--- src/rtl/conn_table_loader.sv ---
// conn_table_loader: loads connection records from the config reader into an on-chip table
// and serves registered single-cycle peer-IP lookups against the valid entries.
module conn_table_loader #(
    parameter int MAX_ENTRIES    = 16,
    parameter int CNT_WIDTH      = 7,
    parameter int TIMEOUT_CYCLES = 1024
) (
    input  logic                 clk,
    input  logic                 rst_n,
    input  logic                 load,
    output logic                 cfg_start_read,
    input  logic                 cfg_busy,
    input  logic                 cfg_config_valid,
    input  logic                 cfg_parse_error,
    input  logic [31:0]          cfg_header_connections,
    output logic [5:0]           cfg_conn_index,
    output logic                 cfg_read_connection,
    input  logic                 cfg_conn_valid,
    input  logic [31:0]          cfg_conn_switch_id,
    input  logic [31:0]          cfg_conn_my_ip,
    input  logic [31:0]          cfg_conn_peer_ip,
    input  logic [15:0]          cfg_conn_my_port,
    input  logic [15:0]          cfg_conn_peer_port,
    input  logic [47:0]          cfg_conn_peer_mac,
    output logic                 table_ready,
    output logic                 load_error,
    output logic [1:0]           error_code,
    output logic                 table_overflow,
    output logic [CNT_WIDTH-1:0] entries_loaded,
    input  logic                 lkp_req,
    input  logic [31:0]          lkp_ip,
    output logic                 lkp_resp_valid,
    output logic                 lkp_hit,
    output logic [CNT_WIDTH-1:0] lkp_index,
    output logic [31:0]          lkp_switch_id,
    output logic [15:0]          lkp_my_port,
    output logic [15:0]          lkp_peer_port,
    output logic [47:0]          lkp_peer_mac
);
    localparam int AW = $clog2(MAX_ENTRIES);
    localparam int TW = $clog2(TIMEOUT_CYCLES);
    localparam logic [2:0] IDLE      = 3'd0;
    localparam logic [2:0] START     = 3'd1;
    localparam logic [2:0] WAIT_HDR  = 3'd2;
    localparam logic [2:0] ISSUE     = 3'd3;
    localparam logic [2:0] WAIT_CONN = 3'd4;
    localparam logic [2:0] DONE      = 3'd5;
    localparam logic [2:0] ERROR     = 3'd6;

    logic [2:0]             r_state;
    logic [TW-1:0]          r_tmo;
    logic                   r_iss;
    logic [CNT_WIDTH-1:0]   r_idx, r_target, r_loaded;
    logic                   r_start, r_rd, r_ready, r_err, r_ovf;
    logic [1:0]             r_code;
    logic [MAX_ENTRIES-1:0] r_valid;
    logic [31:0]            r_pip [MAX_ENTRIES];
    logic [31:0]            r_sw  [MAX_ENTRIES];
    logic [15:0]            r_mp  [MAX_ENTRIES];
    logic [15:0]            r_pp  [MAX_ENTRIES];
    logic [47:0]            r_mac [MAX_ENTRIES];
    logic                   r_lv, r_lh;
    logic [CNT_WIDTH-1:0]   r_li;
    logic [31:0]            r_lsw;
    logic [15:0]            r_lmp, r_lpp;
    logic [47:0]            r_lmac;

    logic                   w_wr, w_last, w_tmo, w_hdr_ovf, w_hit, w_unused;
    logic [CNT_WIDTH-1:0]   w_li;
    logic [31:0]            w_sw;
    logic [15:0]            w_mp, w_pp;
    logic [47:0]            w_mac;

    // the local IP is part of the record but not part of any lookup result
    assign w_unused  = ^cfg_conn_my_ip;
    assign w_wr      = r_state == WAIT_CONN && cfg_conn_valid && !load;
    assign w_last    = r_idx == r_target - 1'b1;
    assign w_tmo     = r_tmo == TW'(TIMEOUT_CYCLES - 1);
    assign w_hdr_ovf = cfg_header_connections > 32'(MAX_ENTRIES);

    assign cfg_start_read      = r_start;
    assign cfg_read_connection = r_rd;
    assign cfg_conn_index      = r_idx[5:0];
    assign table_ready         = r_ready;
    assign load_error          = r_err;
    assign error_code          = r_code;
    assign table_overflow      = r_ovf;
    assign entries_loaded      = r_loaded;
    assign lkp_resp_valid      = r_lv;
    assign lkp_hit             = r_lh;
    assign lkp_index           = r_li;
    assign lkp_switch_id       = r_lsw;
    assign lkp_my_port         = r_lmp;
    assign lkp_peer_port       = r_lpp;
    assign lkp_peer_mac        = r_lmac;

    always_ff @(posedge clk or negedge rst_n) begin
        if (!rst_n) begin
            r_state  <= IDLE;
            r_tmo    <= '0;
            r_iss    <= 1'b0;
            r_idx    <= '0;
            r_target <= '0;
            r_loaded <= '0;
            r_start  <= 1'b0;
            r_rd     <= 1'b0;
            r_ready  <= 1'b0;
            r_err    <= 1'b0;
            r_ovf    <= 1'b0;
            r_code   <= 2'd0;
            r_valid  <= '0;
        end else begin
            r_start <= 1'b0;
            if (load) begin
                r_state  <= START;
                r_start  <= 1'b1;
                r_rd     <= 1'b0;
                r_tmo    <= '0;
                r_valid  <= '0;
                r_loaded <= '0;
                r_ready  <= 1'b0;
                r_err    <= 1'b0;
                r_code   <= 2'd0;
                r_ovf    <= 1'b0;
            end else begin
                case (r_state)
                    START: begin
                        r_state <= WAIT_HDR;
                        r_tmo   <= '0;
                    end
                    WAIT_HDR: begin
                        if (cfg_parse_error) begin
                            r_state <= ERROR;
                            r_err   <= 1'b1;
                            r_code  <= 2'd1;
                        end else if (cfg_config_valid && !cfg_busy) begin
                            r_target <= w_hdr_ovf ? CNT_WIDTH'(MAX_ENTRIES) : cfg_header_connections[CNT_WIDTH-1:0];
                            r_ovf    <= w_hdr_ovf;
                            r_idx    <= '0;
                            r_iss    <= 1'b0;
                            r_state  <= cfg_header_connections == 32'd0 ? DONE : ISSUE;
                            r_ready  <= cfg_header_connections == 32'd0;
                            r_rd     <= cfg_header_connections != 32'd0;
                        end else if (w_tmo) begin
                            r_state <= ERROR;
                            r_err   <= 1'b1;
                            r_code  <= 2'd2;
                        end else
                            r_tmo <= r_tmo + 1'b1;
                    end
                    ISSUE: begin
                        r_iss <= 1'b1;
                        if (r_iss) begin
                            r_rd    <= 1'b0;
                            r_state <= WAIT_CONN;
                            r_tmo   <= '0;
                        end
                    end
                    WAIT_CONN: begin
                        if (cfg_conn_valid) begin
                            r_valid[r_idx[AW-1:0]] <= 1'b1;
                            r_loaded <= r_idx + 1'b1;
                            r_idx    <= w_last ? r_idx : r_idx + 1'b1;
                            r_state  <= w_last ? DONE : ISSUE;
                            r_ready  <= w_last;
                            r_rd     <= !w_last;
                            r_iss    <= 1'b0;
                        end else if (w_tmo) begin
                            r_state <= ERROR;
                            r_err   <= 1'b1;
                            r_code  <= 2'd3;
                        end else
                            r_tmo <= r_tmo + 1'b1;
                    end
                    default: ;
                endcase
            end
        end
    end

    always_ff @(posedge clk) begin
        if (w_wr) begin
            r_pip[r_idx[AW-1:0]] <= cfg_conn_peer_ip;
            r_sw[r_idx[AW-1:0]]  <= cfg_conn_switch_id;
            r_mp[r_idx[AW-1:0]]  <= cfg_conn_my_port;
            r_pp[r_idx[AW-1:0]]  <= cfg_conn_peer_port;
            r_mac[r_idx[AW-1:0]] <= cfg_conn_peer_mac;
        end
    end

    // descending scan so the lowest matching index is the one left standing
    always_comb begin
        w_hit = 1'b0;
        w_li  = '0;
        w_sw  = '0;
        w_mp  = '0;
        w_pp  = '0;
        w_mac = '0;
        for (int i = MAX_ENTRIES - 1; i >= 0; i--)
            if (r_valid[i] && r_pip[i] == lkp_ip) begin
                w_hit = 1'b1;
                w_li  = CNT_WIDTH'(i);
                w_sw  = r_sw[i];
                w_mp  = r_mp[i];
                w_pp  = r_pp[i];
                w_mac = r_mac[i];
            end
    end

    always_ff @(posedge clk or negedge rst_n) begin
        if (!rst_n) begin
            r_lv   <= 1'b0;
            r_lh   <= 1'b0;
            r_li   <= '0;
            r_lsw  <= '0;
            r_lmp  <= '0;
            r_lpp  <= '0;
            r_lmac <= '0;
        end else begin
            r_lv   <= lkp_req;
            r_lh   <= lkp_req && w_hit;
            r_li   <= lkp_req ? w_li : '0;
            r_lsw  <= lkp_req ? w_sw : '0;
            r_lmp  <= lkp_req ? w_mp : '0;
            r_lpp  <= lkp_req ? w_pp : '0;
            r_lmac <= lkp_req ? w_mac : '0;
        end
    end
endmodule

--- config.mk ---
export PLATFORM = sky130hd
export DESIGN_NAME = conn_table_loader
export DESIGN_NICKNAME = d
export VERILOG_FILES = /design/src/rtl/conn_table_loader.sv
export SDC_FILE = /design/constraint.sdc
export NUM_CORES = 2
export LEC_CHECK = 0
export CAP_MARGIN = 20
export CORE_MARGIN = 8
export CORE_UTILIZATION = 60
export CTS_CLUSTER_SIZE = 10
export DETAILED_ROUTE_END_ITERATION = 8
export GPL_ROUTABILITY_DRIVEN = 0
export HOLD_SLACK_MARGIN = 0.08
export PLACE_DENSITY = 0.79
export SLEW_MARGIN = 30
export SYNTH_ARGS = -nofsm -noshare
export SYNTH_HDL_FRONTEND = slang
export SYNTH_SLANG_ARGS = --single-unit
--- constraint.sdc ---
create_clock -name clk -period 20.8 [get_ports clk]
set_clock_uncertainty 0.2 [all_clocks]
set_input_delay 4.16 -clock clk [delete_from_list [all_inputs] [get_ports clk]]
set_output_delay 4.16 -clock clk [all_outputs]
set_load 0.02 [all_outputs]
# ---- Yosys cells after proc, flatten, opt, wreduce, memory -nomap -nowiden
# Memory sizes are Yosys's and may differ from the RTL's.
# Index checks and enable logic that the tools add are counted.
dict set report word_totals {
  reg_bits 179
  ramBits 2304
  in_bits 248
  out_inout_bits 141
  word_cells 282
  n_memories 5
}
dict set report classes {
  add_sub_neg 3
  magnitude_cmp 3
  n_eq_ne 36
  mux 166
  n_bitwise 3
  reduce_logical 46
}
# name words word_bits rd rd_clocked_by_memory_dff wr line
set memory_table {}
lappend memory_table {r_mac 16 48 16 0 1 61} ;# logic [47:0] r_mac [MAX_ENTRIES];
lappend memory_table {r_pip 16 32 16 0 1 57} ;# logic [31:0] r_pip [MAX_ENTRIES];
lappend memory_table {r_sw 16 32 16 0 1 58} ;# logic [31:0] r_sw [MAX_ENTRIES];
lappend memory_table {r_mp 16 16 16 0 1 59} ;# logic [15:0] r_mp [MAX_ENTRIES];
lappend memory_table {r_pp 16 16 16 0 1 60} ;# logic [15:0] r_pp [MAX_ENTRIES];
# operator count
set op_table {}
lappend op_table {{48-bit 2-to-1 mux} 17}
lappend op_table {{16-bit 2-to-1 mux} 37}
lappend op_table {{32-bit 2-to-1 mux} 17}
lappend op_table {{32-bit == test} 16}
lappend op_table {{7-bit 2-to-1 mux} 24}
lappend op_table {{10-bit 2-to-1 mux} 6}
lappend op_table {{1-bit 2-to-1 mux} 41}
lappend op_table {{10-bit case mux with 4 select lines} 1}
lappend op_table {{32-bit by 5-bit > comparator with 1-bit output (second input constant)} 1}
lappend op_table {{32-bit logical NOT} 1}
lappend op_table {{32-bit nonzero test} 1}
lappend op_table {{3-bit 2-to-1 mux} 8}
lappend op_table {{1-bit logical AND} 21}
lappend op_table {{3-bit inequality test (second input constant)} 7}
lappend op_table {{5-bit AND reduction} 4}
lappend op_table {{16-bit OR} 1}
lappend op_table {{7-bit case mux with 2 select lines} 1}
lappend op_table {{2-bit 2-to-1 mux} 6}
lappend op_table {{3-bit case mux with 4 select lines} 1}
lappend op_table {{10-bit by 1-bit adder with 10-bit output (second input constant)} 1}
lappend op_table {{10-bit == test (second input constant)} 1}
lappend op_table {{2-bit inequality test (second input constant)} 5}
lappend op_table {{2-bit nonzero test} 5}
lappend op_table {{4-bit inequality test (second input constant)} 2}
lappend op_table {{22 further kinds} 32}

# ---- Depth between registers and ports, before layout
# An unclocked memory read counts as a cell.
dict set report depth {
  word_depth 20
  mapped_depth 14
  ltp_nobuf 10
}

# ---- Worst setup path before layout
# OpenSTA, ideal clock, no wires.
dict set report synth_timing {
  path_kind {input-to-reg}
  startpoint {input load}
  endpoint {memory r_mac[2][0] (enable)}
  setup_time_ns 0.826
  t_arrival_ns 14.531
  required_ns 19.774
  path_slack_ns 5.243
  path_stages 4
  path_buffers 1
  path_cell_list {clkbuf_1 > nor2_1 > nand2_1 > nor3_1}
}
dict set report synth_via {
  elab_chain_len 4
}
# element line
set synth_rtl {}
lappend synth_rtl {{start: declaration} 10} ;# input logic load,
lappend synth_rtl {{1-bit logical NOT} 76} ;# assign w_wr = r_state == WAIT_CONN && cfg_conn_valid && !load;
lappend synth_rtl {{1-bit logical AND} 76}
lappend synth_rtl {{1-bit 2-to-1 mux} 182} ;# if (w_wr) begin
lappend synth_rtl {{1-bit 2-to-1 mux (not written as such)} 187} ;# r_mac[r_idx[AW-1:0]] <= cfg_conn_peer_mac;
lappend synth_rtl {{end: declaration} 61}
# No other way between the ends.

# ---- Worst setup path in the final report
dict set report layout_timing {
  startpoint {input lkp_ip[10]}
  endpoint {register r_lmp[11] (netlist: lkp_my_port[11])}
}
dict set report layout_via {
  elab_chain_len 19
  word_cells_on_any_way 49
  classes_between {eq/ne: 16; mux: 17; reduce/logical: 16}
}
# element line
set layout_rtl {}
lappend layout_rtl {{start: declaration} 31} ;# input logic [31:0] lkp_ip,
lappend layout_rtl {{32-bit == test} 200} ;# if (r_valid[i] && r_pip[i] == lkp_ip) begin
lappend layout_rtl {{1-bit logical AND} 200}
lappend layout_rtl {{16-bit 2-to-1 mux (15 in a row)} 200}
lappend layout_rtl {{16-bit 2-to-1 mux *} 200}
lappend layout_rtl {{16-bit 2-to-1 mux *} 224} ;# r_lmp <= lkp_req ? w_mp : '0;
lappend layout_rtl {{end signal: assignment} 224}
lappend layout_rtl {{end: declaration} 65} ;# logic [15:0] r_lmp, r_lpp;
# Every way passes the cells marked *; elsewhere a longest branch is shown, timed or not.
# A chain may end at the register's enable or synchronous reset.

==> impl_summary.log <==
[metrics] first-iteration detailed-routing DRC count: just over 10000
[metrics] post-route design area: between 0.1 and 0.15 sq mm
[metrics] crit path max-delay cell type: sky130_fd_sc_hd__or4_4
[metrics] quantity of gates resized following cts: 0
[metrics] H-Tree Level Count: 5
[metrics] biggest area contributors in the synthesized netlist: sky130_fd_sc_hd__edfxtp_1, sky130_fd_sc_hd__dfrtp_1, sky130_fd_sc_hd__xor2_1
[metrics] leading register cell type out of synthesis: sky130_fd_sc_hd__edfxtp_1
[metrics] number of CTS-inserted buffers: roughly 300
[metrics] cell mode on critical path: sky130_fd_sc_hd__buf_4
[metrics] wire length after detailed routing: 286000 microns
[metrics] share of synthesized registers carrying an async set or reset: 7.10%
[metrics] placed insts: slightly above 8000
[metrics] number of clock sinks: about 2500
[metrics] category of the worst setup path capture point: register
[metrics] delay contributed by the slowest stage of the critical path: around 0.90 ns
[metrics] Slew Viols, Final: 0
[metrics] critical path required time: between 20 and 25 ns
[metrics] wire length of the first global-routing pass: just over 400000 microns
[metrics] share of the clock period used by the worst path after layout: between 40% and 50%
[metrics] Final HPWL DP: about 140000 microns
[metrics] count of TritonRoute iterations in the first routing pass: 6
[metrics] total vias in the final route: approximately 61000
[metrics] result of the run: complete, no violations
[metrics] number of flops mapped to enable cells by yosys: between 2000 and 2500
[metrics] transition at the pin with the smallest max-transition slack: roughly 1.3 ns
[metrics] leakage: 35.6 nW
[metrics] critical path class: in2reg
[metrics] Starting Density: 60.1%
[metrics] die outline area: around 0.17 sq mm
[metrics] row cnt: approximately 150
[metrics] Finish-stage setup viols: 0
[metrics] post-layout min period: roughly 9 ns
[metrics] number of unique standard cell types used by synthesis: 65
[metrics] Max VDD drop: 0.0884 mV
[metrics] Longest Clk Path Bufs: 4
[metrics] final-layout setup total negative slack: 0 ns
[metrics] # Post-CTS Setup Buffers: 0
[metrics] count of maximum capacitance violations: 0
[metrics] hold-critical path depth: 1
[metrics] slack of the worst reg-to-reg path: roughly 16 ns
[metrics] Root Buffer Master: sky130_fd_sc_hd__clkbuf_16
[metrics] Worst Reg-to-Reg Cells: 11
[metrics] Worst path top cell family by delay: buffers and inverters
[metrics] Hold Crit Class: reg2reg
[metrics] cell count after synthesis: between 5000 and 6000
[metrics] Worst-path clk slew: about 0.060 ns
[metrics] final number of hold-violating endpoints: 0
[metrics] most repeated cell in the gate-level netlist after synthesis: sky130_fd_sc_hd__edfxtp_1
[metrics] vias in the first global route: a little over 60000
[metrics] core area: 0.160 sq mm
[metrics] setup repair after global routing missed its margin: no
[metrics] I/O pin total: approximately 400
[metrics] width of the chip: roughly 420 microns
[metrics] worst path cell trace: clkdlybuf4s50_1 -> buf_4 -> xor2_1 -> nor4_1 -> nand4_1 -> or4_4 -> buf_4 -> o31a_1 -> nand2_8 -> buf_4 -> a211oi_1 -> o31ai_1 -> a22o_1
[metrics] wire per inst: between 30 and 40 microns
[metrics] number of synthesized register bits: about 2500
[metrics] total buffers and inverters traversed by the critical path: 4
[metrics] Yosys warning count: 0
[metrics] launching element type of the critical path: primary input
[metrics] number of antenna violations at the first check in global routing: 37
[metrics] most common library cells after synthesis: sky130_fd_sc_hd__edfxtp_1, sky130_fd_sc_hd__nand2_1, sky130_fd_sc_hd__o21ai_0
[metrics] power density cells: between 90 and 100 mW/mm^2
[metrics] area of the mapped netlist: ~0.096 sq mm
[metrics] synthesized area divided by synthesized cell count: 16.1 sq um
[metrics] remaining design rule violation count: 0
[metrics] overall die height: about 420 microns
[metrics] number of nets in the layout: between 6000 and 7000
[metrics] upper clock frequency limit: 0.111 GHz
[metrics] sequential cell area fraction in the yosys report: 76.6%
[metrics] worst slew slack as a fraction of its limit: about 15%
[metrics] remaining global-route overflow: 0
[metrics] Antenna Violating Nets Remaining: 0
[metrics] GRT Util Overall: about a third
[metrics] area share of the largest cell type after synthesis: 72.0%
[metrics] Worst Hold Path EP: lkp_peer_mac[43]
[metrics] non-filler cells in the finished layout: about 8700
[metrics] TritonCTS clock tree: yes
[metrics] RR Endpoint: lkp_my_port[11]
[metrics] number of input and output port buffers inserted: 353
[metrics] worst-skew pair later-pin latency: 0.90 ns
[metrics] fraction of final layout cells sized beyond drive strength 1: 7.93%
[metrics] placed inst area: just over 0.1 sq mm
[metrics] startpoint of the worst-slack reg-to-reg timing path: r_pip[4][28]
[metrics] biggest fanout along the worst timing path: 68
[metrics] count of hold buffers inserted by post-cts repair: 0
[metrics] CP arrival: about 9.6 ns
[metrics] Avg Vias per Cell: 7.02
[metrics] hold_sp: r_mac[0][43]
[metrics] pin count of the biggest net entering global routing: between 150 and 200
[metrics] area delta synth->final: 14.6%
[metrics] cell taking the most area after synthesis: sky130_fd_sc_hd__edfxtp_1
==> final cells by class <==
type	instances	area [sq um]
Tap cell	2086	2610
Multi-Input combinational cell	3061	20800
Fill cell	9704	49700
Clock inverter	10	108
Timing Repair Buffer	483	4650
Clock buffer	495	8320
Sequential cell	2480	73600
Antenna cell	21	52.6
Inverter	19	71.3
==> routing by layer <==
metal / share of wire, % / global-route usage, % / vias to the layer above
li1: - / - / 24497
met1: 34 / 40.7 / 29944
met2: 47 / 50.8 / 5303
met3: 14 / 8.25 / 997
met4: 5.3 / 17.0 / 16
met5: 0.036 / 0 / -
==> state kept, by name, indices dropped and copies added, names as in the netlist, 2 cells and up <==
signal,flops
lkp_my_port,16
r_pip,512
entries_loaded,7
lkp_peer_mac,48
r_target,7
r_sw,512
lkp_switch_id,32
r_valid,16
lkp_index,4
r_state,3
r_idx,7
error_code,2
r_tmo,10
r_mp,256
lkp_peer_port,16
r_mac,768
r_pp,256
==> through the flow <==
stage | power, W | utilization [%] | hold WS, ns | setup slack, ns
floorplan | 0.00574 | - | 0.241 | 5.24
global placement | 0.00591 | 63.6 | 0.259 | 11.15
detailed placement | 0.00592 | 63.6 | 0.261 | 11.14
CTS | 0.0104 | 68.9 | 0.265 | 12.07
global route | 0.0107 | 68.9 | 0.280 | 11.81
finish | 0.0104 | 68.9 | 0.270 | 11.79
==> kinds of logic (layout without fill, tap and decap cells) <==
family,count (synthesis),in the layout,synth area share (%)
multiplexers,5,5,0.0534
XOR/XNOR,538,538,4.90
AO/OA/AOI/OAI,1625,1625,12.0
adder cells (fa/ha/maj),6,6,0.0781
other,1,24,0.00390
AND/OR/NAND/NOR,884,884,4.20
buffers and inverters,448,1007,2.14
flip-flops,2480,2480,76.6
==> cells in the final DEF, fill, tap and decap left out, types with 6 or more instances in the layout <==
master                            synthesis  routed
sky130_fd_sc_hd__a21oi_1                128     128
sky130_fd_sc_hd__diode_2                  0      21
sky130_fd_sc_hd__a31oi_1                113     113
sky130_fd_sc_hd__and3_1                  11      10
sky130_fd_sc_hd__a211oi_1               226     226
sky130_fd_sc_hd__nand2_1                495     495
sky130_fd_sc_hd__buf_4                   33     107
sky130_fd_sc_hd__nand3_1                 40      39
sky130_fd_sc_hd__clkbuf_16                0     303
sky130_fd_sc_hd__xor2_1                 323     323
sky130_fd_sc_hd__nor2_1                  95      80
sky130_fd_sc_hd__o21a_1                 116     116
sky130_fd_sc_hd__a22o_1                 109     109
sky130_fd_sc_hd__a221oi_1               221     221
sky130_fd_sc_hd__xnor2_1                215     215
sky130_fd_sc_hd__o211ai_1                 6       6
sky130_fd_sc_hd__clkdlybuf4s50_1          0     326
sky130_fd_sc_hd__nor2_4                   0      15
sky130_fd_sc_hd__buf_2                  114      26
sky130_fd_sc_hd__buf_12                   0      15
sky130_fd_sc_hd__nand4_1                 62      62
sky130_fd_sc_hd__o21ai_0                347     347
sky130_fd_sc_hd__clkbuf_1               241     190
sky130_fd_sc_hd__inv_1                   19      19
sky130_fd_sc_hd__ha_1                     6       6
sky130_fd_sc_hd__dfrtp_1                176     176
sky130_fd_sc_hd__o221ai_1               219     219
sky130_fd_sc_hd__o31ai_1                112     112
sky130_fd_sc_hd__or4_4                    0       7
sky130_fd_sc_hd__nor3_1                  31      25
sky130_fd_sc_hd__nor4_1                  95      93
sky130_fd_sc_hd__edfxtp_1              2304    2304
sky130_fd_sc_hd__inv_6                    0       8
sky130_fd_sc_hd__nor3_2                   1       6
==> worst max path at each step <==
stage / from / cells after the start / slack, ns / to
2_1_floorplan: load / 4 / 5.24 / r_mac[2][0]
3_3_place_gp: lkp_ip[30] / 13 / 11.15 / lkp_peer_mac[34]
4_1_cts: lkp_ip[10] / 13 / 12.07 / lkp_my_port[11]
3_5_place_dp: lkp_ip[30] / 13 / 11.14 / lkp_my_port[11]
5_1_grt: lkp_ip[10] / 13 / 11.81 / lkp_my_port[11]
6_report: lkp_ip[10] / 13 / 11.79 / lkp_my_port[11]
==> report_power, final <==
part / switching (W) / internal [W] / total, W
logic: 0.000221 / 0.000110 / 0.000332
clock network: 0.00188 / 0.00272 / 0.00460
registers: 0.0000200 / 0.00548 / 0.00550
Power figures use the tool's default switching activity.
